--- config.mk ---
export PLATFORM = sky130hd
export DESIGN_NAME = if_fetch_unit_flat
export DESIGN_NICKNAME = d
export VERILOG_FILES = /design/src/rtl/if_fetch_unit_pkg.sv /design/src/rtl/if_fetch_unit_if.sv /design/src/rtl/if_fetch_unit.sv /design/src/flat_wrapper.sv
export SDC_FILE = /design/constraint.sdc
export NUM_CORES = 1
export LEC_CHECK = 0
export CAP_MARGIN = 5
export CORE_ASPECT_RATIO = 0.7
export CORE_UTILIZATION = 55
export CTS_CLUSTER_SIZE = 30
export DETAILED_ROUTE_END_ITERATION = 8
export DONT_BUFFER_PORTS = 1
export PLACE_DENSITY = 0.7
export REMOVE_ABC_BUFFERS = 1
export SKIP_CTS_REPAIR_TIMING = 1
export SYNTH_ARGS = -nofsm -noshare
export SYNTH_HDL_FRONTEND = slang
export SYNTH_SLANG_ARGS = --single-unit
--- constraint.sdc ---
create_clock -name clk -period 7.7 [get_ports clk]
set_input_delay 1.54 -clock clk [delete_from_list [all_inputs] [get_ports clk]]
set_output_delay 1.54 -clock clk [all_outputs]
set_load 0.005 [all_outputs]
--- src/rtl/if_fetch_unit_pkg.sv ---
// ---------------------------------------------------------------------------
// if_fetch_unit_pkg
// Shared types and constants for the instruction-fetch stage.
//   fetch_state_t : BUSY (request on bus), HOLD (word parked in hold buffer),
//                   DISCARD (outstanding transfer belongs to a flushed path)
//   NOP_INST      : addi x0,x0,0, injected into IF/ID whenever it is invalid
//   word_align    : clears the byte-offset bits of an address
// ---------------------------------------------------------------------------
package if_fetch_unit_pkg;

  typedef enum logic [1:0] {
    BUSY    = 2'd0,
    HOLD    = 2'd1,
    DISCARD = 2'd2
  } fetch_state_t;

  localparam logic [31:0] NOP_INST = 32'h0000_0013;

  function automatic logic [31:0] word_align(input logic [31:0] a);
    return {a[31:2], 2'b00};
  endfunction

endpackage

--- src/rtl/if_fetch_unit_if.sv ---
// ---------------------------------------------------------------------------
// if_fetch_unit_if
// Single-outstanding instruction-memory bus.
//   req   : master -> slave, held high with a stable addr until ack
//   addr  : master -> slave, word-aligned fetch address
//   ack   : slave -> master, transfer completes on req && ack
//   rdata : slave -> master, instruction word, valid with ack
// ---------------------------------------------------------------------------
interface if_fetch_unit_if;
  logic        req;
  logic [31:0] addr;
  logic        ack;
  logic [31:0] rdata;

  modport master (output req, addr, input ack, rdata);
  modport slave  (input req, addr, output ack, rdata);
endinterface

--- src/rtl/if_fetch_unit.sv ---
// ---------------------------------------------------------------------------
// if_fetch_unit
// Instruction-fetch stage: owns the PC, drives the imem bus, and feeds the
// IF/ID register. Honours hazard_stall (hold), data_mem_wait (freeze) and
// redirect (flush + new PC).
// Ports:
//   clk, rst           : core clock, asynchronous active-high reset
//   i_hazard_stall     : ID hold, keep IF/ID and PC
//   i_data_mem_wait    : MEM stall, whole pipeline frozen
//   i_redirect_valid   : flush IF/ID and refetch from i_redirect_pc
//   i_redirect_pc      : redirect target (bits [1:0] ignored for fetch)
//   imem               : instruction-memory bus (master side)
//   o_inst_mem_wait    : fetch not ready, pipeline must freeze
//   o_if_pc/o_if_inst  : IF/ID payload (NOP when invalid)
//   o_if_valid         : o_if_inst is a real instruction
// ---------------------------------------------------------------------------
module if_fetch_unit
  import if_fetch_unit_pkg::*;
#(
  parameter logic [31:0] RESET_PC = 32'h8000_0000
) (
  input  logic               clk,
  input  logic               rst,
  input  logic               i_hazard_stall,
  input  logic               i_data_mem_wait,
  input  logic               i_redirect_valid,
  input  logic [31:0]        i_redirect_pc,
  if_fetch_unit_if.master    imem,
  output logic               o_inst_mem_wait,
  output logic [31:0]        o_if_pc,
  output logic [31:0]        o_if_inst,
  output logic               o_if_valid
);

  fetch_state_t r_state, w_state_nx;
  logic [31:0]  r_pc, w_pc_nx;
  logic [31:0]  r_hold, w_hold_nx;
  logic [31:0]  r_old_addr, w_old_addr_nx;   // address of a transfer being discarded
  logic [31:0]  r_if_pc, w_if_pc_nx;
  logic [31:0]  r_if_inst, w_if_inst_nx;
  logic         r_if_valid, w_if_valid_nx;
  logic         w_req, w_imw;
  logic         w_adv, w_redir;

  assign w_adv   = !i_hazard_stall && !i_data_mem_wait;
  // The redirect source keeps its request up while the pipeline is frozen.
  assign w_redir = i_redirect_valid && !i_data_mem_wait;

  always_comb begin
    w_state_nx    = r_state;
    w_pc_nx       = r_pc;
    w_hold_nx     = r_hold;
    w_old_addr_nx = r_old_addr;
    w_if_pc_nx    = r_if_pc;
    w_if_inst_nx  = r_if_inst;
    w_if_valid_nx = r_if_valid;
    w_req         = 1'b0;
    w_imw         = 1'b0;

    unique case (r_state)
      BUSY: begin
        w_req = 1'b1;
        w_imw = !imem.ack;
        if (imem.ack && w_adv) begin
          w_if_pc_nx    = r_pc;
          w_if_inst_nx  = imem.rdata;
          w_if_valid_nx = 1'b1;
          w_pc_nx       = r_pc + 32'd4;
        end else if (imem.ack) begin
          // Pipeline can't take it yet; park the word so the bus is released.
          w_hold_nx  = imem.rdata;
          w_state_nx = HOLD;
        end
      end
      HOLD: begin
        if (w_adv) begin
          w_if_pc_nx    = r_pc;
          w_if_inst_nx  = r_hold;
          w_if_valid_nx = 1'b1;
          w_pc_nx       = r_pc + 32'd4;
          w_state_nx    = BUSY;
        end
      end
      DISCARD: begin
        w_req = 1'b1;
        w_imw = 1'b1;
        if (imem.ack) w_state_nx = BUSY;
      end
      default: w_state_nx = BUSY;
    endcase

    // Redirect overrides every state action. A transfer still in flight
    // cannot be aborted, so it is drained in DISCARD with its old address.
    if (w_redir) begin
      w_pc_nx       = word_align(i_redirect_pc);
      w_if_pc_nx    = i_redirect_pc;
      w_if_inst_nx  = NOP_INST;
      w_if_valid_nx = 1'b0;
      if (r_state != HOLD && !imem.ack) begin
        w_state_nx = DISCARD;
        if (r_state == BUSY) w_old_addr_nx = word_align(r_pc);
      end else begin
        w_state_nx = BUSY;
      end
    end
  end

  always_ff @(posedge clk or posedge rst) begin
    if (rst) begin
      r_state    <= BUSY;
      r_pc       <= RESET_PC;
      r_hold     <= NOP_INST;
      r_old_addr <= word_align(RESET_PC);
      r_if_pc    <= RESET_PC;
      r_if_inst  <= NOP_INST;
      r_if_valid <= 1'b0;
    end else begin
      r_state    <= w_state_nx;
      r_pc       <= w_pc_nx;
      r_hold     <= w_hold_nx;
      r_old_addr <= w_old_addr_nx;
      r_if_pc    <= w_if_pc_nx;
      r_if_inst  <= w_if_inst_nx;
      r_if_valid <= w_if_valid_nx;
    end
  end

  // req is gated by rst so the bus drops immediately on an asynchronous reset.
  assign imem.req        = w_req && !rst;
  assign imem.addr       = (r_state == DISCARD) ? r_old_addr : word_align(r_pc);
  assign o_inst_mem_wait = w_imw;
  assign o_if_pc         = r_if_pc;
  assign o_if_inst       = r_if_inst;
  assign o_if_valid      = r_if_valid;

endmodule

--- src/flat_wrapper.sv ---
// flat-port wrapper written by rule: the top's interface ports become plain ports
module if_fetch_unit_flat import if_fetch_unit_pkg::*;
#(
  parameter logic [31:0] RESET_PC = 32'h8000_0000
)
  (clk, rst, i_hazard_stall, i_data_mem_wait, i_redirect_valid, i_redirect_pc, o_inst_mem_wait, o_if_pc, o_if_inst, o_if_valid, imem_req, imem_addr, imem_ack, imem_rdata);
  if_fetch_unit_if imem_i ();
  input  logic clk;
  input  logic rst;
  input  logic i_hazard_stall;
  input  logic i_data_mem_wait;
  input  logic i_redirect_valid;
  input  logic [31:0] i_redirect_pc;
  output logic o_inst_mem_wait;
  output logic [31:0] o_if_pc;
  output logic [31:0] o_if_inst;
  output logic o_if_valid;
  output wire logic [$bits(imem_i.req)-1:0] imem_req;
  output wire logic [$bits(imem_i.addr)-1:0] imem_addr;
  input wire logic [$bits(imem_i.ack)-1:0] imem_ack;
  input wire logic [$bits(imem_i.rdata)-1:0] imem_rdata;
  assign imem_req = imem_i.req;
  assign imem_addr = imem_i.addr;
  assign imem_i.ack = imem_ack;
  assign imem_i.rdata = imem_rdata;
  if_fetch_unit #(.RESET_PC(RESET_PC)) u_core (.clk(clk), .rst(rst), .i_hazard_stall(i_hazard_stall), .i_data_mem_wait(i_data_mem_wait), .i_redirect_valid(i_redirect_valid), .i_redirect_pc(i_redirect_pc), .imem(imem_i), .o_inst_mem_wait(o_inst_mem_wait), .o_if_pc(o_if_pc), .o_if_inst(o_if_inst), .o_if_valid(o_if_valid));
endmodule
==> flow_metrics.env <==
export IMPL_avgSynthCellArea_um2=11.1
export IMPL_final_hold_viol_count=0
export IMPL_path_buf_inv=0
export IMPL_clock_latency_ns=0.41
export IMPL_grt_start_max_net_pins=99
export IMPL_setup_viol=0
export IMPL_cp_slowest_stage_delay_ns=0.79
export IMPL_first_global_vias=5114
export IMPL_yosysTopAreaCell="dfrtp_1"
export IMPL_netlist_area_um2=7460
export IMPL_min_to="u_core.r_old_addr[27]"
export IMPL_vdd_drop_max_v=0.000177
export IMPL_ys_ff_latch=159
export IMPL_ys_warn_count=0
export IMPL_via_count=5061
export IMPL_io_buffer_count=0
export IMPL_avgRoutedWirePerCell_um=20.1
export IMPL_fin_area_um2=8200
export IMPL_hpwl_um=10700
export IMPL_drc_errors=0
export IMPL_die_w_um=141
export IMPL_leakagePower_uw=0.00330
export IMPL_busiest_layer="met2"
export IMPL_cts_root_buffer="clkbuf_16"
export IMPL_placed_area_um2=7540
export IMPL_setup_tns_ns=0
export IMPL_drt_iter0_drc=283
export IMPL_die_y_um=99.5
export IMPL_antenna_found_initial=0
export IMPL_layout_drive_gt1_share=0.238
export IMPL_fin_skew_ns=0.00751
export IMPL_worstSetupStartpoint="u_core.r_state[0]"
export IMPL_required_ns=6.16
export IMPL_drv_cap=0
export IMPL_place_gp_congestion=0.765
export IMPL_r2r_end="u_core.o_if_inst[9]"
export IMPL_fmax_ghz=0.268
export IMPL_syn_inst=670
export IMPL_cts_sinks=159
export IMPL_met3_usage=0.0597
export IMPL_worstSetupEndpointType="output port"
export IMPL_min_period_ns=3.73
export IMPL_worstPathMaxFanout=31
export IMPL_arrival_ns=2.19
export IMPL_path_cells="nand2b_2 > mux2_2"
export IMPL_critPathTopFamily="simple AND/OR/NAND/NOR gates"
export IMPL_area_growth_pct=9.86
export IMPL_grt_pass1_wl_um=27500
export IMPL_setup_worst_path_start_class="flip-flop"
export IMPL_htree_levels=4
export IMPL_holdPathStages=1
export IMPL_slowest_stage="nand2b_2"
export IMPL_use_met1=0.341
export IMPL_fin_nets=713
export IMPL_synth_distinct_cells=47
export IMPL_diodes=0
export IMPL_dieArea_um2=14000
export IMPL_relSlewSlack=0.300
export IMPL_grt_util_met2=0.401
export IMPL_rows=35
export IMPL_vias_per_cell=6.03
export IMPL_cts_made_buffers=17
export IMPL_outcome="completed"
export IMPL_worstHoldStart="u_core.r_old_addr[27]"
export IMPL_ctsLongestPathBuffers=2
export IMPL_r2r_worst_path_cells=5
export IMPL_yosys_top_cells_area="dfrtp_1, mux2_2, mux2i_1, nand2_1, nor2_1"
export IMPL_worstMarginPinSlew_ns=1.05
export IMPL_track_usage=0.254
export IMPL_min_path_type="reg -> reg"
export IMPL_dr_pass1_iters=4
export IMPL_crit_type="reg -> out"
export IMPL_rsz0062_at_grt="false"
export IMPL_r2r_slack_ns=5.02
export IMPL_pin_count=169
export IMPL_finalCritPeriodShare=0.484
export IMPL_finalMaxSlewViolations=0
export IMPL_start_util=0.566
export IMPL_overflow=0
export IMPL_powerDensity_nw_per_um2=313
export IMPL_cts_tree="built"
export IMPL_yosysSeqAreaShare=0.535
export IMPL_core_um2=13200
export IMPL_clk_pin_slew_ns=0.07
export IMPL_synth_top_area_frac=0.503
export IMPL_r2r_start="u_core.r_state[1]"
export IMPL_whs_ns=0.490
export IMPL_ant_nets=0
export IMPL_drt_total_wl_um=16900
==> routing by layer <==
metal  vias to the layer above  wire length, um
li1                       2313                -
met1                      2574             7530
met2                       147             7990
met3                        27             1040
met4                         0              323
met5                         -                0
==> cell families (layout without fill, tap and decap cells) <==
kind of cell    after synthesis  in the layout  synth area share
compound gates              106            106            0.0899
xor+xnor                     24             24            0.0282
flops                       159            159             0.535
fa+ha+maj                     1              1           0.00168
mux                         124            124             0.182
other cells                   1              2          0.000503
buf+inv                      57             41            0.0345
simple gates                198            198             0.129
==> placed cells by master (no fill, tap or decap), types with 5 or more instances in the layout <==
cell type / n
dfstp_2: 9
nand4_1: 11
mux2i_1: 32
bufinv_16: 5
dfrtp_1: 150
xnor2_1: 5
nand2_1: 79
o21ai_0: 5
a21oi_1: 30
clkbuf_16: 17
nand3_1: 9
xor2_1: 19
nor2_1: 65
buf_4: 5
a31oi_1: 34
mux2_2: 90
a211oi_1: 30
==> cells in the mapped netlist, drive strengths merged <==
cell type / n
nor2b: 2
or4: 2
nand2: 79
ha: 1
o31ai: 1
conb: 1
dfrtp: 150
a31oi: 34
nand4: 13
and4: 2
o21bai: 1
xnor2: 5
nand2b: 2
nand3: 10
nand4b: 1
a41oi: 1
inv: 4
and3: 2
o21a: 1
nor4: 6
a21oi: 30
nor2: 67
nor3: 5
mux2i: 32
nand4bb: 1
o211ai: 3
or3b: 1
clkbuf: 20
mux2: 92
xor2: 19
or2: 2
dfstp: 9
a211oi: 30
or3: 3
buf: 33
o21ai: 5
==> power breakdown <==
part / switching (uW) / internal, uW
Combinational: 213 / 218
Clock: 342 / 596
Sequential: 158 / 1040
Total: 713 / 1850
==> flip-flops by register name (all words and copies together) (netlist names) <==
signal,cells
u_core.o_if_inst,32
u_core.o_if_pc,32
u_core.o_if_valid,1
u_core.r_hold,32
u_core.r_old_addr,30
u_core.r_pc,30
u_core.r_state,2
==> worst register-to-register path, stage by stage (launching register included) <==
cell and delay (ns):
dfrtp_1 0.47, o21bai_2 0.40, nor2_4 0.64, buf_4 0.65
nor2_1 0.12, a211oi_1 0.29
==> worst max path at each step <==
stage / to / slack, ns / cells after the start
4_1_cts: imem_addr[2] / 3.96 / 2
3_5_place_dp: u_core.o_if_inst[9] / 3.97 / 5
3_3_place_gp: u_core.r_pc[2] / 4.05 / 5
6_report: imem_addr[5] / 3.97 / 2
5_1_grt: imem_addr[2] / 3.88 / 2
2_1_floorplan: u_core.r_old_addr[10] / 0.97 / 3
==> per-stage QoR <==
stage	util	cells	power, uW	worst slack (ns)
5_1_grt	0.622	840	2690	3.88
2_1_floorplan	-	618	1520	0.972
6_report	0.622	840	2570	3.97
3_5_place_dp	0.572	808	1640	3.97
4_1_cts	0.622	840	2580	3.96
3_3_place_gp	0.572	808	1610	4.05
==> final cells by class <==
type | instances | area, um2
clock inverter | 12 | 205
tap | 185 | 231
fill | 1037 | 4980
inverter | 4 | 20.0
sequential | 159 | 3990
clock buffer | 20 | 457
timing repair buffer | 5 | 37.5
multi-input combinational | 455 | 3260
(Power assumes the default switching activity.)
